--- src/rtl/muldiv_unit.sv ---
// -----------------------------------------------------------------------------
// muldiv_unit -- iterative RV32M-style multiply / divide unit.
//
// One operation at a time. Multiplies use a shift-add loop and divides use a
// restoring loop, both producing one bit per CALC cycle over XLEN cycles.
// Operands are converted to magnitudes on acceptance and the result is sign
// corrected on the way into DONE. Divide-by-zero and the signed overflow case
// (most-negative / -1) skip the loop and finish in a single cycle.
//
// Ports
//   clk     in   rising-edge clock
//   rst_n   in   asynchronous active-low reset
//   start   in   request a new operation (sampled only in IDLE)
//   funct3  in   000 MUL, 001 MULH, 010 MULHSU, 011 MULHU,
//                100 DIV, 101 DIVU, 110 REM,  111 REMU
//   op_a    in   rs1 operand / dividend
//   op_b    in   rs2 operand / divisor
//   flush   in   abort the in-flight operation (ignored in DONE)
//   busy    out  high while iterating (CALC)
//   done    out  one-cycle pulse, result valid
//   result  out  last completed result, held until overwritten
//   stall   out  pipeline hold request; low in DONE so result is captured
// -----------------------------------------------------------------------------
module muldiv_unit #(
  parameter int XLEN = 32
) (
  input  logic            clk,
  input  logic            rst_n,
  input  logic            start,
  input  logic [2:0]      funct3,
  input  logic [XLEN-1:0] op_a,
  input  logic [XLEN-1:0] op_b,
  input  logic            flush,
  output logic            busy,
  output logic            done,
  output logic [XLEN-1:0] result,
  output logic            stall
);

  localparam int CW = $clog2(XLEN) + 1;
  localparam logic [CW-1:0] CNT_INIT = CW'(XLEN);
  localparam logic [CW-1:0] CNT_LAST = CW'(1);

  typedef enum logic [1:0] {
    S_IDLE = 2'd0,
    S_CALC = 2'd1,
    S_DONE = 2'd2
  } state_t;

  state_t              state_q, state_d;
  logic [CW-1:0]       cnt_q, cnt_d;
  logic [2:0]          op_q, op_d;
  logic                neg_q, neg_d;      // negate result during correction
  logic [2*XLEN-1:0]   acc_q, acc_d;      // product, or {remainder, quotient}
  logic [XLEN-1:0]     opb_q, opb_d;      // multiplicand / divisor magnitude
  logic [XLEN-1:0]     result_q, result_d;

  // ---------------------------------------------------------------------------
  // Operand decode for a new request
  // ---------------------------------------------------------------------------
  logic            signed_a, signed_b, a_neg, b_neg;
  logic [XLEN-1:0] mag_a, mag_b;
  logic            div_zero, div_ovf, bypass;
  logic [XLEN-1:0] bypass_val;

  always_comb begin
    // MULH, MULHSU, DIV, REM treat rs1 as signed; MULH, DIV, REM treat rs2 so.
    signed_a = (funct3 == 3'b001) || (funct3 == 3'b010) ||
               (funct3 == 3'b100) || (funct3 == 3'b110);
    signed_b = (funct3 == 3'b001) || (funct3 == 3'b100) || (funct3 == 3'b110);
    a_neg    = signed_a && op_a[XLEN-1];
    b_neg    = signed_b && op_b[XLEN-1];
    mag_a    = a_neg ? -op_a : op_a;
    mag_b    = b_neg ? -op_b : op_b;

    div_zero = funct3[2] && (op_b == '0);
    // Only the signed forms (DIV, REM) can overflow.
    div_ovf  = funct3[2] && !funct3[0] &&
               (op_a == {1'b1, {(XLEN-1){1'b0}}}) && (op_b == '1);
    bypass   = div_zero || div_ovf;

    // REM/REMU: dividend on zero divisor, 0 on overflow.
    // DIV/DIVU: all ones on zero divisor, the dividend (most negative) on overflow.
    if (funct3[1]) bypass_val = div_zero ? op_a : '0;
    else           bypass_val = div_zero ? '1   : op_a;
  end

  // ---------------------------------------------------------------------------
  // One iteration of the datapath
  // ---------------------------------------------------------------------------
  logic [XLEN:0]     mul_sum;
  logic [XLEN:0]     div_shift, div_diff;
  logic [XLEN-1:0]   div_rem;
  logic              div_bit;
  logic [2*XLEN-1:0] acc_step;

  always_comb begin
    // Shift-add: add multiplicand to the upper half when the current
    // multiplier bit (LSB) is set, then shift the whole register right,
    // keeping the carry as the new MSB.
    mul_sum   = {1'b0, acc_q[2*XLEN-1:XLEN]} + (acc_q[0] ? {1'b0, opb_q} : '0);

    // Restoring divide: bring the next dividend bit into the partial
    // remainder and subtract the divisor if it fits (no borrow).
    div_shift = {acc_q[2*XLEN-1:XLEN], acc_q[XLEN-1]};
    div_diff  = div_shift - {1'b0, opb_q};
    div_bit   = !div_diff[XLEN];
    div_rem   = div_bit ? div_diff[XLEN-1:0] : div_shift[XLEN-1:0];

    if (op_q[2]) acc_step = {div_rem, acc_q[XLEN-2:0], div_bit};
    else         acc_step = {mul_sum, acc_q[XLEN-1:1]};
  end

  // ---------------------------------------------------------------------------
  // Sign correction of the final iteration's value
  // ---------------------------------------------------------------------------
  logic [2*XLEN-1:0] prod_fix;
  logic [XLEN-1:0]   quo_fix, rem_fix, final_val;

  always_comb begin
    prod_fix = neg_q ? -acc_step : acc_step;
    quo_fix  = neg_q ? -acc_step[XLEN-1:0] : acc_step[XLEN-1:0];
    rem_fix  = neg_q ? -acc_step[2*XLEN-1:XLEN] : acc_step[2*XLEN-1:XLEN];
    case (op_q)
      3'b000:                 final_val = prod_fix[XLEN-1:0];
      3'b001, 3'b010, 3'b011: final_val = prod_fix[2*XLEN-1:XLEN];
      3'b100, 3'b101:         final_val = quo_fix;
      default:                final_val = rem_fix;
    endcase
  end

  // ---------------------------------------------------------------------------
  // Next-state logic
  // ---------------------------------------------------------------------------
  // NOTE: every signal assigned here gets a default first so no path can
  // leave it unassigned and infer a latch.
  always_comb begin
    state_d  = state_q;
    cnt_d    = cnt_q;
    op_d     = op_q;
    neg_d    = neg_q;
    acc_d    = acc_q;
    opb_d    = opb_q;
    result_d = result_q;

    case (state_q)
      S_IDLE: begin
        if (start && !flush) begin
          op_d  = funct3;
          // REM takes the dividend's sign; everything else takes the XOR.
          neg_d = (funct3 == 3'b110) ? a_neg : (a_neg ^ b_neg);
          acc_d = {{XLEN{1'b0}}, mag_a};
          opb_d = mag_b;
          cnt_d = CNT_INIT;
          if (bypass) begin
            result_d = bypass_val;
            state_d  = S_DONE;
          end else begin
            state_d  = S_CALC;
          end
        end
      end

      S_CALC: begin
        if (flush) begin
          state_d = S_IDLE;
        end else begin
          acc_d = acc_step;
          cnt_d = cnt_q - CNT_LAST;
          if (cnt_q == CNT_LAST) begin
            result_d = final_val;
            state_d  = S_DONE;
          end
        end
      end

      // Flush does not cancel a result that is already being presented.
      S_DONE:  state_d = S_IDLE;

      default: state_d = S_IDLE;
    endcase
  end

  // ---------------------------------------------------------------------------
  // State registers
  // ---------------------------------------------------------------------------
  // NOTE: sequential state uses non-blocking assignments so every flop
  // samples its _d value from before the edge.
  always_ff @(posedge clk or negedge rst_n) begin
    if (!rst_n) begin
      state_q  <= S_IDLE;
      cnt_q    <= '0;
      op_q     <= '0;
      neg_q    <= 1'b0;
      acc_q    <= '0;
      opb_q    <= '0;
      result_q <= '0;
    end else begin
      state_q  <= state_d;
      cnt_q    <= cnt_d;
      op_q     <= op_d;
      neg_q    <= neg_d;
      acc_q    <= acc_d;
      opb_q    <= opb_d;
      result_q <= result_d;
    end
  end

  // ---------------------------------------------------------------------------
  // Outputs
  // ---------------------------------------------------------------------------
  assign busy   = (state_q == S_CALC);
  assign done   = (state_q == S_DONE);
  assign result = result_q;
  assign stall  = ((state_q == S_IDLE) && start && !flush) || busy;

endmodule

--- config.mk ---
export PLATFORM = sky130hd
export DESIGN_NAME = muldiv_unit
export DESIGN_NICKNAME = d
export VERILOG_FILES = /design/src/rtl/muldiv_unit.sv
export SDC_FILE = /design/constraint.sdc
export NUM_CORES = 1
export LEC_CHECK = 0
export CAP_MARGIN = 20
export CORE_UTILIZATION = 55
export DETAILED_ROUTE_END_ITERATION = 7
export GPL_TIMING_DRIVEN = 1
export PLACE_DENSITY_LB_ADDON = 0.05
export SYNTH_ARGS = -nofsm -noshare
export SYNTH_HDL_FRONTEND = slang
export SYNTH_SLANG_ARGS = --single-unit
--- constraint.sdc ---
create_clock -name clk -period 6.6 [get_ports clk]
set_clock_uncertainty 0.2 [all_clocks]
set_input_delay 0.99 -clock clk [delete_from_list [all_inputs] [get_ports clk]]
set_output_delay 0.99 -clock clk [all_outputs]
set_load 0.01 [all_outputs]
==> reports/results.tsv <==
stage	metric	value	unit
clocking	cts_tree	done	
timing	maxSlewHeadroom	27.5	%
yosys	synth_adder_area_share	5.88	%
detailed_routing	drtIter0Drc	2865	
timing	drv_slew	0	
yosys	synth-seq-cells	140	
timing	finalSetupViolations	0	
yosys	synth_common_cells	nand2_1, a21oi_1, o21ai_0, nor2_1, dfrtp_1	
placed_design	dp_hpwl	47700	um
critical_path	worstSetupEndpointType	flop	
yosys	syn-num-nets	2266	
global_routing	overflow	0	
global_routing	grt_max_degree	88	
clocking	cts_inserted_buffers	17	
critical_path	r2r_end	result[22]	
floorplanning	dieHeight	171	um
critical_path	timing.rr.start	acc_q[31]	
timing	fin_ws	0.437	ns
clocking	path_clk_slew	0.07	ns
detailed_routing	wl_per_cell	24.4	um
critical_path	arrival	6.26	ns
cells_and_area	drive_gt1_share	7.25	%
yosys	netlist.area_leader.share	22.2	%
clocking	cts_setup_buffers	0	
yosys	synth-main-ff-cell	dfrtp_1	
yosys	synth-simple-area-share	24.2	%
yosys	async_reset_ff_share	100	%
yosys	synth_compound_gate_area_share	31.1	%
timing	tns	0	ns
timing	rsz0062_at_grt	false	
run_status	status	finished clean	
timing	hold_ws	0.282	ns
clocking	cts-hold-fix-buffers	0	
critical_path	ff2ff_path_depth	22	
yosys	synth-edff-count	0	
detailed_routing	drc_errors	0	
floorplanning	die_w	171	um
clocking	cts_resized	0	
yosys	synth_area	15800	um2
yosys	seq_area_frac_synth	22.2	%
placed_design	finalWeightedCongestion	1.08	
clocking	cts_buffer_depth	2	
clocking	cts_root_buf	clkbuf_16	
cells_and_area	nNetsFinal	2309	
yosys	synth_area_leaders	dfrtp_1, a21oi_1, o21ai_0, nand2_1, ha_1	
timing	worstMarginPinSlew	1.08	ns
floorplanning	coreArea	28000	um2
yosys	yosysWarningCount	0	
critical_path	crit_fanout	12	
job	maxCapViolCount	0	
detailed_routing	first_pass_iters	8	
global_routing	grt_pass1_wl	94600	um
critical_path	regToRegSetupSlack	0.44	ns
pwr	power_frac_comb	67.5	%
critical_path	critPathLaunch	acc_q[31]	
critical_path	start_kind	flop	
pwr	vdd_drop_max	0.000208	V
clocking	clock-sinks	140	
pwr	power-per-cell-area	429	nW/um2
pwr	switching_share	54.2	%
timing	max_freq	0.162	GHz
detailed_routing	routed-via-count	17600	
global_routing	grt_pass1_vias	16100	
timing	period_needed	6.16	ns
global_routing	grt.total_usage	42.9	%
timing	fin_crit_sh	93.4	%
yosys	ys_types	116	
detailed_routing	vias_per_cell	6.87	
detailed_routing	drtAntennaViolNets	0	
pwr	seqPwrFrac	19.8	%
floorplanning	io_pins	106	
global_routing	antenna_found_initial	7	
cells_and_area	syn2layout_area_growth	11.7	%
clocking	h-tree-depth	4	
critical_path	worstSetupPathType	reg -> reg	
min_path	hold_class	reg -> reg	
yosys	synthCells	2122	
floorplanning	initial_utilization	56.4	%
pwr	intPower	0.00347	W
pwr	p_leak	7.00	nW
yosys	synthXorXnorAreaFrac	8.70	%
timing	finalHoldViolCount	0	
yosys	synth_top_family_by_area	compound AO/OA/AOI/OAI gates	
floorplanning	rows	61	
floorplanning	dieArea	29400	um2
yosys	synth_top_area_cell	dfrtp_1	
critical_path	endpoint	result[22]	
clocking	clock_latency	0.45	ns
detailed_routing	drt-total-wl	62500	um
yosys	synth_most_common_cell	nand2_1	
placed_design	post-place-ws	0.440	ns
yosys	syn_area_per_cell	7.45	um2
yosys	synthMuxAreaShare	2.91	%
placed_design	numPortBuffers	105	
pwr	clkPwrFrac	12.6	%
pwr	power_switching	0.00410	W
critical_path	worstPathRequired	6.70	ns
final cells by class:
class / instances / area, um2
diodes: 3 / 7.51
clock buffers: 20 / 437
clock inverters: 12 / 115
fillers: 2573 / 10400
inverters: 73 / 274
multi-input cells: 1794 / 11500
flip-flops and latches: 140 / 3510
well taps: 378 / 473
repair buffers: 139 / 1330
worst min path at each step:
| stage | startpoint | to | slack [ns] | cells after the start |
|---|---|---|---|---|
| 2_1_floorplan | opb_q[10] | opb_q[10] | 0.26 | 2 |
| 3_3_place_gp | result[1] | result[1] | 0.27 | 2 |
| 3_5_place_dp | result[4] | result[4] | 0.28 | 2 |
| 4_1_cts | result[4] | result[4] | 0.29 | 2 |
| 5_1_grt | result[4] | result[4] | 0.32 | 2 |
| 6_report | result[0] | result[0] | 0.28 | 2 |
placed cells by master (no fill, tap or decap), types with 9 or more instances in the layout:
cell type        instances
a211oi_1                13
a21o_1                  28
a21oi_1                208
a221oi_1                12
a22o_1                  14
a31oi_1                 31
and2_1                  43
buf_4                   33
clkbuf_16               17
clkdlybuf4s50_1        104
dfrtp_1                138
ha_1                    71
inv_1                   70
mux2i_1                 38
nand2_1                269
nand2b_1                16
nand3_1                 52
nand3b_1                 9
nand4_1                 23
nor2_1                 162
nor2b_1                 10
nor3_1                  60
nor4_1                  22
o2111ai_1               12
o211ai_1                27
o21a_1                  19
o21ai_0                203
o21ai_1                 16
o22ai_1                 10
o31ai_1                 29
o41ai_1                  9
or3_1                   26
or4_1                    9
xnor2_1                 91
xor2_1                  66
logic make-up after synthesis:
family,after synthesis
buffers and inverters,188
AOI/OAI and AO/OA,751
DFF,140
adders and majority gates,73
and+or+nand+nor,768
xor gates and xnor gates,157
muxes,45
power by group through the flow:
stage	Combinational (W)	Sequential [W]	Clock, W
3_3_place_gp	0.00487	0.00148	0
6_report	0.00511	0.00150	0.000956
2_1_floorplan	0.00343	0.00137	0
5_1_grt	0.00545	0.00153	0.000989
4_1_cts	0.00492	0.00148	0.000954
3_5_place_dp	0.00489	0.00150	0
registers in the layout (all words and copies together) (netlist names):
| name | flops |
|---|---|
| acc_q | 64 |
| cnt_q | 6 |
| neg_q | 1 |
| op_q | 3 |
| opb_q | 32 |
| result | 32 |
| state_q | 2 |
critical path, stage by stage (launching register included):
cell and delay (ns):
dfrtp_1 0.43, inv_1 0.11, ha_1 0.17, inv_1 0.06, fa_1 0.43, a211oi_2 0.29
o211ai_2 0.16, nand4b_1 0.22, a21boi_2 0.24, o21ai_4 0.28, nor2_1 0.13, a21oi_1 0.30
ha_1 0.23, inv_1 0.08, nor4_2 0.48, nand4_1 0.37, o21a_1 0.35, a21oi_1 0.29
nand2_1 0.16, a21oi_1 0.20, o221ai_1 0.12, a2111oi_0 0.62, nor2_1 0.09
through the flow:
stage / cells / cell area (um2) / power, W / utilization (%)
2_1_floorplan: 2122 / 15800 / 0.00479 / -
3_3_place_gp: 2523 / 17100 / 0.00635 / 60.9
3_5_place_dp: 2523 / 17100 / 0.00638 / 60.9
4_1_cts: 2555 / 17600 / 0.00735 / 62.9
5_1_grt: 2557 / 17600 / 0.00797 / 63.0
6_report: 2559 / 17700 / 0.00757 / 63.0
layer usage:
layer,vias up,routed length (um),GRT usage (%)
met5,-,53,0
li1,7917,-,-
met3,185,8170,12.1
met4,8,2540,16.9
met1,8324,26200,60.0
met2,1156,25600,61.5
Note: power is estimated with default switching activity, not from simulation.
